**src/rtl/pu_ld_obuf_nloop_agen.sv**
```systemverilog
// OBUF load address generator: walks up to MAX_LOOPS nested loops and splits each word into
// NUM_FIFO sub-beats. Optional stall counter enabled by define PU_LD_OBUF_PERF_CNT_EN.
module pu_ld_obuf_nloop_agen #(
  parameter int unsigned MAX_LOOPS     = 4,
  parameter int unsigned LOOP_ID_W     = $clog2(MAX_LOOPS),
  parameter int unsigned ADDR_WIDTH    = 8,
  parameter int unsigned ADDR_STRIDE_W = ADDR_WIDTH,
  parameter int unsigned LOOP_ITER_W   = 16,
  parameter int unsigned NUM_FIFO      = 2,
  parameter int unsigned FIFO_ID_W     = (NUM_FIFO > 1) ? $clog2(NUM_FIFO) : 0,
  parameter int unsigned MEM_ADDR_W    = ADDR_WIDTH + FIFO_ID_W
) (
  input  logic                     clk,
  input  logic                     reset_n,
  input  logic                     start,
  output logic                     done,
  output logic                     busy,
  input  logic [ADDR_WIDTH-1:0]    base_addr,
  input  logic                     cfg_loop_iter_v,
  input  logic [LOOP_ITER_W-1:0]   cfg_loop_iter,
  input  logic                     cfg_loop_stride_v,
  input  logic [ADDR_STRIDE_W-1:0] cfg_loop_stride,
  output logic                     mem_req,
  input  logic                     mem_ready,
  output logic [MEM_ADDR_W-1:0]    mem_addr,
  input  logic                     obuf_ld_stream_write_ready
`ifdef PU_LD_OBUF_PERF_CNT_EN
  ,
  output logic [31:0]              stall_cycles
`endif
);

  localparam int unsigned FidW = (FIFO_ID_W > 0) ? FIFO_ID_W : 1;
  localparam int unsigned CntW = LOOP_ID_W + 1;

  typedef enum logic [1:0] {StIdle, StRun, StDone} state_e;

  state_e                   state_q, state_d;
  logic [LOOP_ITER_W-1:0]   iter_q [MAX_LOOPS];
  logic [LOOP_ITER_W-1:0]   iter_d [MAX_LOOPS];
  logic [ADDR_STRIDE_W-1:0] stride_q [MAX_LOOPS];
  logic [ADDR_STRIDE_W-1:0] stride_d [MAX_LOOPS];
  logic [LOOP_ITER_W-1:0]   idx_q [MAX_LOOPS];
  logic [LOOP_ITER_W-1:0]   idx_d [MAX_LOOPS];
  logic [ADDR_WIDTH-1:0]    cur_q [MAX_LOOPS];
  logic [ADDR_WIDTH-1:0]    cur_d [MAX_LOOPS];
  logic [CntW-1:0]          iter_cnt_q, iter_cnt_d, stride_cnt_q, stride_cnt_d;
  logic [CntW-1:0]          nloops_q, nloops_d;
  logic [ADDR_WIDTH-1:0]    word_q, word_d;
  logic [FidW-1:0]          fid_q, fid_d;
  logic                     done_q, done_d, busy_q, busy_d;
  logic                     xfer, fid_last, carry_found;
  logic [LOOP_ID_W-1:0]     carry_j;
  logic [ADDR_WIDTH-1:0]    stride_j, step_addr;

  assign mem_req  = (state_q == StRun) & obuf_ld_stream_write_ready;
  assign xfer     = mem_req & mem_ready;
  assign fid_last = (fid_q == FidW'(NUM_FIFO - 1));
  assign done     = done_q;
  assign busy     = busy_q;

  if (NUM_FIFO > 1) begin : g_fid
    assign mem_addr = {word_q, fid_q};
  end else begin : g_nofid
    assign mem_addr = word_q;
  end

  // Innermost active loop that has not reached its trip count takes the carry.
  always_comb begin
    carry_found = 1'b0;
    carry_j     = '0;
    for (int k = 0; k < MAX_LOOPS; k++) begin
      if (k < int'(nloops_q) && idx_q[k] != iter_q[k]) begin
        carry_found = 1'b1;
        carry_j     = LOOP_ID_W'(k);
      end
    end
  end

  // Unwritten stride slots read as zero.
  assign stride_j  = ({1'b0, carry_j} < stride_cnt_q) ?
                     ADDR_WIDTH'($signed(stride_q[carry_j])) : '0;
  assign step_addr = cur_q[carry_j] + stride_j;

  always_comb begin
    state_d      = state_q;
    iter_d       = iter_q;
    stride_d     = stride_q;
    idx_d        = idx_q;
    cur_d        = cur_q;
    iter_cnt_d   = iter_cnt_q;
    stride_cnt_d = stride_cnt_q;
    nloops_d     = nloops_q;
    word_d       = word_q;
    fid_d        = fid_q;
    unique case (state_q)
      StIdle: begin
        if (cfg_loop_iter_v && iter_cnt_q < CntW'(MAX_LOOPS)) begin
          iter_d[iter_cnt_q[LOOP_ID_W-1:0]] = cfg_loop_iter;
          iter_cnt_d = iter_cnt_q + CntW'(1);
        end
        if (cfg_loop_stride_v && stride_cnt_q < CntW'(MAX_LOOPS)) begin
          stride_d[stride_cnt_q[LOOP_ID_W-1:0]] = cfg_loop_stride;
          stride_cnt_d = stride_cnt_q + CntW'(1);
        end
        if (start) begin
          state_d  = StRun;
          nloops_d = iter_cnt_d;
          word_d   = base_addr;
          fid_d    = '0;
          for (int k = 0; k < MAX_LOOPS; k++) begin
            idx_d[k] = '0;
            cur_d[k] = base_addr;
          end
        end
      end
      StRun: begin
        if (xfer) begin
          if (!fid_last) begin
            fid_d = fid_q + FidW'(1);
          end else begin
            fid_d = '0;
            if (!carry_found) begin
              state_d = StDone;
            end else begin
              word_d = step_addr;
              for (int k = 0; k < MAX_LOOPS; k++) begin
                if (k == int'(carry_j)) begin
                  idx_d[k] = idx_q[k] + LOOP_ITER_W'(1);
                  cur_d[k] = step_addr;
                end else if (k > int'(carry_j)) begin
                  idx_d[k] = '0;
                  cur_d[k] = step_addr;
                end
              end
            end
          end
        end
      end
      StDone: begin
        state_d      = StIdle;
        iter_cnt_d   = '0;
        stride_cnt_d = '0;
      end
      default: state_d = StIdle;
    endcase
    done_d = (state_d == StDone);
    busy_d = (state_d != StIdle);
  end

  always_ff @(posedge clk) begin
    if (!reset_n) begin
      state_q      <= StIdle;
      iter_cnt_q   <= '0;
      stride_cnt_q <= '0;
      nloops_q     <= '0;
      word_q       <= '0;
      fid_q        <= '0;
      done_q       <= 1'b0;
      busy_q       <= 1'b0;
      for (int k = 0; k < MAX_LOOPS; k++) begin
        iter_q[k]   <= '0;
        stride_q[k] <= '0;
        idx_q[k]    <= '0;
        cur_q[k]    <= '0;
      end
    end else begin
      state_q      <= state_d;
      iter_q       <= iter_d;
      stride_q     <= stride_d;
      idx_q        <= idx_d;
      cur_q        <= cur_d;
      iter_cnt_q   <= iter_cnt_d;
      stride_cnt_q <= stride_cnt_d;
      nloops_q     <= nloops_d;
      word_q       <= word_d;
      fid_q        <= fid_d;
      done_q       <= done_d;
      busy_q       <= busy_d;
    end
  end

`ifdef PU_LD_OBUF_PERF_CNT_EN
  logic [31:0] stall_q, stall_d;

  always_comb begin
    stall_d = stall_q;
    if (state_q == StIdle && start) begin
      stall_d = '0;
    end else if (state_q == StRun && !xfer && stall_q != '1) begin
      stall_d = stall_q + 32'd1;
    end
  end

  always_ff @(posedge clk) begin
    if (!reset_n) begin
      stall_q <= '0;
    end else begin
      stall_q <= stall_d;
    end
  end

  assign stall_cycles = stall_q;
`endif

endmodule

```
**config.mk**
```make
export PLATFORM = sky130hd
export DESIGN_NAME = pu_ld_obuf_nloop_agen
export DESIGN_NICKNAME = d
export VERILOG_FILES = /design/src/rtl/pu_ld_obuf_nloop_agen.sv
export SDC_FILE = /design/constraint.sdc
export NUM_CORES = 1
export LEC_CHECK = 0
export ABC_AREA = 1
export BUFFER_PORTS_ARGS = -buffer_cell sky130_fd_sc_hd__buf_4
export CAP_MARGIN = 30
export CELL_PAD_IN_SITES_DETAIL_PLACEMENT = 1
export CELL_PAD_IN_SITES_GLOBAL_PLACEMENT = 1
export CORE_MARGIN = 5
export CORE_UTILIZATION = 40
export DETAILED_ROUTE_END_ITERATION = 7
export PLACE_DENSITY = 0.81
export SETUP_SLACK_MARGIN = 0.2
export SLEW_MARGIN = 20
export SYNTH_ARGS = -nofsm -noshare
export SYNTH_HDL_FRONTEND = slang
export SYNTH_SLANG_ARGS = --single-unit
export TNS_END_PERCENT = 50
```
**constraint.sdc**
```tcl
create_clock -name clk -period 3.6 [get_ports clk]
set_clock_uncertainty 0.1 [all_clocks]
set_input_delay 0.36 -clock clk [delete_from_list [all_inputs] [get_ports clk]]
set_output_delay 0.36 -clock clk [all_outputs]
set_load 0.01 [all_outputs]
```
==> results.yml, run 1 <==
grt:
  antenna_found_initial: 0
  overflow: 0
  gr-usage-all-layers: 0.255
  grt_pass1_vias: 12300
  grt_pass1_wl_mm: 64.4
  grt_max_degree: 44
placed_design:
  gp_congestion: 0.906
  dpl.cell_count: 2072
  place_hpwl_mm: 27.7
  pre_cts_slack_ns: -0.253
  placed_area_um2: 12600
  io_buffer_count: 50
route:
  drtPass1Iterations: 5
  drcViolationCount: 0
  viasPerCell: 5.53
  antenna_left: 0
  wire_per_inst_um: 19.5
  vias: 11800
  totalWireLength_mm: 41.8
  drt_iter0_drc: 735
clock_tree:
  cts_sinks: 214
  cts_tree: "yes"
  clockBufferDepth: 3
  postCtsHoldBufs: 0
  htreeDepth: 1
  clock-root-buffer: "clkbuf_16"
  clk_latency_ns: 0.54
  path_clk_slew_ns: 0.06
  numCtsBuffers: 26
pwr:
  total_power_mw: 6.72
  p_leak_nw: 5.73
  pwr_density_cell_nw_per_um2: 476
  peakVddDrop_v: 0.000329
timing:
  finalSetupViolCount: 13
  fmax_ghz: 0.269
  relSlewSlack: 0.432
  period_share: 1.03
  rsz0062_at_grt: "true"
  hold_slack_ns: 0.0429
  fin_tns_setup_ns: -1.02
  slew_violations: 0
  setup_ws_ns: -0.116
  tightest_slew_ns: 0.850
  final-hold-violation-count: 0
  post-route-min-period_ns: 3.72
synthesis:
  yosys.area_share.simple: 0.290
  synthXorXnorAreaFrac: 0.0486
  synth_warnings: 0
  synthAdderAreaFrac: 0.0246
  synthMuxAreaShare: 0
  seq_area_frac_synth: 0.389
  synthCells: 1623
  netlist_area_um2: 11000
  synth_top_family_by_area: "simple AND/OR/NAND/NOR gates"
  avgSynthCellArea_um2: 6.78
  synth_compound_area_frac: 0.156
  yosys_register_bits: 214
  synth_cell_types: 42
  synth_nets: 1683
status:
  failed_checks: "negative setup slack"
  outcome: "finished with violations"
cells_and_area:
  regArea_um2: 4360
  fin_area_um2: 14100
  final_core_util: 0.522
  multi_input_area_um2: 6170
  diodes: 0
  n_fill_cell: 3456
  drive_gt1_frac: 0.246
  nNetsFinal: 1843
  fin_cells: 2141
  area_growth_pct: 28.3
worst_setup_path:
  start_kind: "flip-flop"
  worstSetupPathType: "reg2reg"
  crit_slowest_cell: "dfxtp_2"
  critPathMaxStageDelay_ns: 0.35
  worst_setup_path_end_kind: "flip-flop"
  crit_fanout: 6
  required_ns: 3.94
  worstPathArrival_ns: 4.05
die:
  start_util: 0.407
  die_y_um: 176
  rows: 60
  dieArea_um2: 30900
  die_x_um: 176
  ios: 51
  coreArea_um2: 27000
hold_path:
  hold_class: "in2reg"
job:
  drv_cap: 0
==> routing by layer <==
metal,global-route usage,share of wire,vias up
met2,0.448,0.49,410
met3,0.0392,0.061,113
met4,0.0880,0.037,0
met5,0,0,-
li1,-,-,5602
met1,0.317,0.41,5724
==> worst max-delay path: cells and delay by family (launching register included) <==
kind	cells	cell delay [ns]
buffers and inverters	5	0.56
adders and majority gates	1	0.25
and+or+nand+nor	17	1.49
AOI/OAI and AO/OA	6	0.84
DFF	1	0.35
==> what timing repair did <==
action / in CTS / in global routing
pin swaps: 38 / 73
resized for setup: 56 / 105
hold endpoints to repair: 0 / 0
setup buffers: 15 / 8
setup endpoints to repair: 31 / 38
==> layout by cell type, fill, tap and decap left out, drive strengths merged, types with 15 or more instances in the layout <==
master / instances
a21oi: 195
buf: 202
clkbuf: 40
dfxtp: 214
ha: 20
inv: 183
nand2: 425
nand3: 98
nand4: 15
nor2: 129
nor3: 40
nor4: 22
o21ai: 87
xnor2: 18
xor2: 43
==> layout make-up <==
type,instances,area share
clock buffer,40,0.0556
clock inverter,5,0.00550
inverter,184,0.0502
multi-input combinational,1155,0.437
sequential,214,0.309
tap,341,0.0302
timing repair buffer,202,0.113
==> registers in the layout (all words and copies together) (netlist names) <==
signal	flops
busy	1
cur_q	32
done	1
fid_last	1
idx_q	64
iter_cnt_q	3
iter_q	64
nloops_q	3
state_q	2
stride_cnt_q	3
stride_q	32
word_q	8
==> final timing paths <==
kind                                endpoint               start  slack, ns  cells after the start
worst max-delay path               cur_q[31]            idx_q[8]      -0.12                     29
worst min-delay path            stride_q[20]  cfg_loop_stride[4]       0.04                      3
worst max register to register     cur_q[31]            idx_q[8]      -0.12                     29
worst min register to register      cur_q[7]            cur_q[7]       0.35                      2
==> where the power goes <==
group	internal (mW)	leakage (nW)	switching, mW
combinational	0.557	3.54	0.885
clock	1.63	0.420	1.06
sequential	2.49	1.77	0.0970
==> synthesized netlist by cell type <==
cell type    n  area share
a211oi_1     1     0.00068
a21oi_1    195       0.089
a22oi_1     12      0.0082
a2bb2oi_1    1     0.00080
a31oi_1      1     0.00057
and2_1       4      0.0023
buf_1        1     0.00034
buf_2       11      0.0050
buf_4        6      0.0041
buf_6        2      0.0020
clkbuf_1    49       0.017
clkbuf_2     1     0.00045
clkinv_1     1     0.00034
dfxtp_1    214        0.39
fa_1         1      0.0018
ha_1        20       0.023
inv_1      168       0.057
inv_2       15      0.0051
nand2_1    416        0.14
nand2_2      6      0.0034
nand2_4      3      0.0031
nand3_1     96       0.044
nand3_2      2      0.0018
nand3b_1     1     0.00068
nand4_1     15      0.0085
nor2_1     128       0.044
nor2_4       1      0.0010
nor3_1      39       0.018
nor3_2       1     0.00091
nor3b_1      3      0.0020
nor4_1      22       0.013
nor4b_1      1     0.00080
o211ai_1    13      0.0089
o21a_1       1     0.00068
o21ai_0     86       0.039
o21ai_1      1     0.00045
o221ai_1     1     0.00080
o22a_1       1     0.00080
o22ai_1     12      0.0068
or2_2       10      0.0057
xnor2_1     18       0.014
xor2_1      43       0.034
==> logic make-up (layout without fill, tap and decap cells) <==
logic type                 count (synthesis)  count (layout)
AOI/OAI and AO/OA                        325             325
xor gates and xnor gates                  61              61
buffers and inverters                    254             431
adders and majority gates                 21              21
DFF                                      214             214
and+or+nand+nor                          748             748
Note: power is estimated with default switching activity, not from simulation.
==> run 2: changes to the inputs <==
--- a/config.mk
+++ b/config.mk
@@ -11,9 +11,9 @@
 export CELL_PAD_IN_SITES_DETAIL_PLACEMENT = 1
 export CELL_PAD_IN_SITES_GLOBAL_PLACEMENT = 1
 export CORE_MARGIN = 5
-export CORE_UTILIZATION = 40
+export CORE_UTILIZATION = 37
 export DETAILED_ROUTE_END_ITERATION = 7
-export PLACE_DENSITY = 0.81
+export PLACE_DENSITY = 0.76
 export SETUP_SLACK_MARGIN = 0.2
 export SLEW_MARGIN = 20
 export SYNTH_ARGS = -nofsm -noshare
==> run 2 against run 1 <==
Net effect:
- clock-buffer cell count down 6
- via count down 4.6%
- sequential power barely moved
- non-clock buffer count decreased by 26
- the flow still finishes with violations (negative setup slack)
- hold slack worse by 0.0080 ns
- largest power group unchanged
- routed wire length decreased by 6.4%
- cell area is 0.97% lower
- sequential share of layout area rose by 0.28 points
- die area is 7.6% higher
==> results.yml, run 2 (synthesis gave the netlist of run 1 again) <==
status:
  outcome: "finished with violations"
  failed_checks: "negative setup slack"
route:
  vias: 11300
  drt_iter0_drc: 533
  antenna_left: 0
  viasPerCell: 5.22
  wire_per_inst_um: 18.1
  drtPass1Iterations: 5
  totalWireLength_mm: 39.2
  drcViolationCount: 0
clock_tree:
  clockBufferDepth: 3
  cts_tree: "yes"
  path_clk_slew_ns: 0.06
  clk_latency_ns: 0.53
  cts_sinks: 214
  postCtsHoldBufs: 0
  numCtsBuffers: 26
  htreeDepth: 1
  clock-root-buffer: "clkbuf_16"
grt:
  grt_pass1_wl_mm: 62.4
  grt_max_degree: 52
  overflow: 0
  antenna_found_initial: 0
  grt_pass1_vias: 11900
  use_met3: 0.0279
  met1_usage: 0.285
  gr-usage-all-layers: 0.228
  grt_busiest_layer: "met2"
  use_met2: 0.412
die:
  coreArea_um2: 29500
  ios: 51
  die_y_um: 182
  rows: 63
  die_x_um: 182
  start_util: 0.373
  dieArea_um2: 33300
cells_and_area:
  final_core_util: 0.474
  n_fill_cell: 3759
  layout_commonest_cell: "nand2_1"
  nNetsFinal: 1817
  area_growth_pct: 27.0
  drive_gt1_frac: 0.226
  layout_common_cells: "391 x nand2_1, 181 x a21oi_1, 167 x buf_4"
  diodes: 0
  top_regs: "idx_q: 64 flops, iter_q: 64 flops"
placed_design:
  io_buffer_count: 50
  gp_congestion: 0.851
  place_hpwl_mm: 27.5
timing:
  tightest_slew_ns: 0.899
  relSlewSlack: 0.399
  final-hold-violation-count: 0
  post-route-min-period_ns: 3.62
  slew_violations: 0
  period_share: 1.01
  finalSetupViolCount: 2
  rsz0062_at_grt: "true"
  setup_ws_ns: -0.0213
  fmax_ghz: 0.276
pwr:
  pwr-share-clk: 0.443
  p_int_mw: 4.90
  seqPwrFrac: 0.376
  swShare: 0.284
  p_leak_nw: 5.64
  pwr_density_cell_nw_per_um2: 490
  total_power_mw: 6.85
  p_comb_frac: 0.181
  peakVddDrop_v: 0.000333
  switchingPower_mw: 1.94
worst_setup_path:
  crit_fanout: 6
  worstPathArrival_ns: 4.00
  crit_path_frequent_cell: "nand2_1"
  critPathMaxStageDelay_ns: 0.33
  worst_setup_path_end_kind: "flip-flop"
  crit_slowest_cell: "dfxtp_2"
  required_ns: 3.98
  start_kind: "flip-flop"
  worstSetupPathType: "reg2reg"
hold_path:
  hold_class: "in2reg"
job:
  drv_cap: 0
[run 2: cell type report]
type	count	area, um^2	area share
clock buffers	34	742	0.0531
clock inverters	14	248	0.0177
inverters	184	702	0.0502
multi-input cells	1155	6080	0.435
flip-flops and latches	214	4350	0.312
well taps	390	488	0.0349
repair buffers	176	1360	0.0975
[run 2: routing by layer]
layer	wire [um]	part of all wire
met1	17000	0.44
met2	19600	0.50
met3	1380	0.035
met4	1120	0.029
met5	0	0
[run 2: path summary, 6_finish.rpt]
path	start	cells past startpoint	to	slack [ns]
max	idx_q[18]	31	word_q[7]	-0.02
min	cfg_loop_stride[6]	3	stride_q[22]	0.03
max reg2reg	idx_q[18]	31	word_q[7]	-0.02
min reg2reg	word_q[0]	2	word_q[0]	0.35
[run 2: repair_timing]
item | 4_1_cts | 5_1_grt
pin swaps | 29 | 49
resized for setup | 41 | 86
buffers inserted | 18 | 7
endpoints found under the setup margin | 46 | 52
[run 2: power groups by stage]
stage	Sequential [mW]	Clock, mW	Combinational, mW
floorplan	2.60	0	0.678
global placement	2.62	0	1.07
detailed placement	2.62	0	1.10
CTS	2.57	3.09	1.17
global route	2.58	3.21	1.35
finish	2.57	3.03	1.24
[run 2: critical path, delay by kind of cell (launching register included)]
kind | cells | cell delay, ns
simple gates | 21 | 1.83
compound gates | 5 | 0.61
fa+ha+maj | 2 | 0.50
flops | 1 | 0.33
buf+inv | 3 | 0.18
[run 2: through the flow]
| stage | hold WS, ns | TNS [ns] | area, um^2 | std cells | worst slack, ns |
|---|---|---|---|---|---|
| detailed placement | 0.344 | -2.13 | 12400 | 2092 | -0.228 |
| finish | 0.0349 | -0.0318 | 14000 | 2167 | -0.0213 |
| CTS | 0.0225 | 0 | 13600 | 2158 | 0.00758 |
| global route | 0.0326 | -3.51 | 14000 | 2167 | -0.292 |
| global placement | 0.337 | -0.525 | 12400 | 2092 | -0.113 |
| floorplan | 0.314 | 0 | 11100 | 1623 | 0.207 |
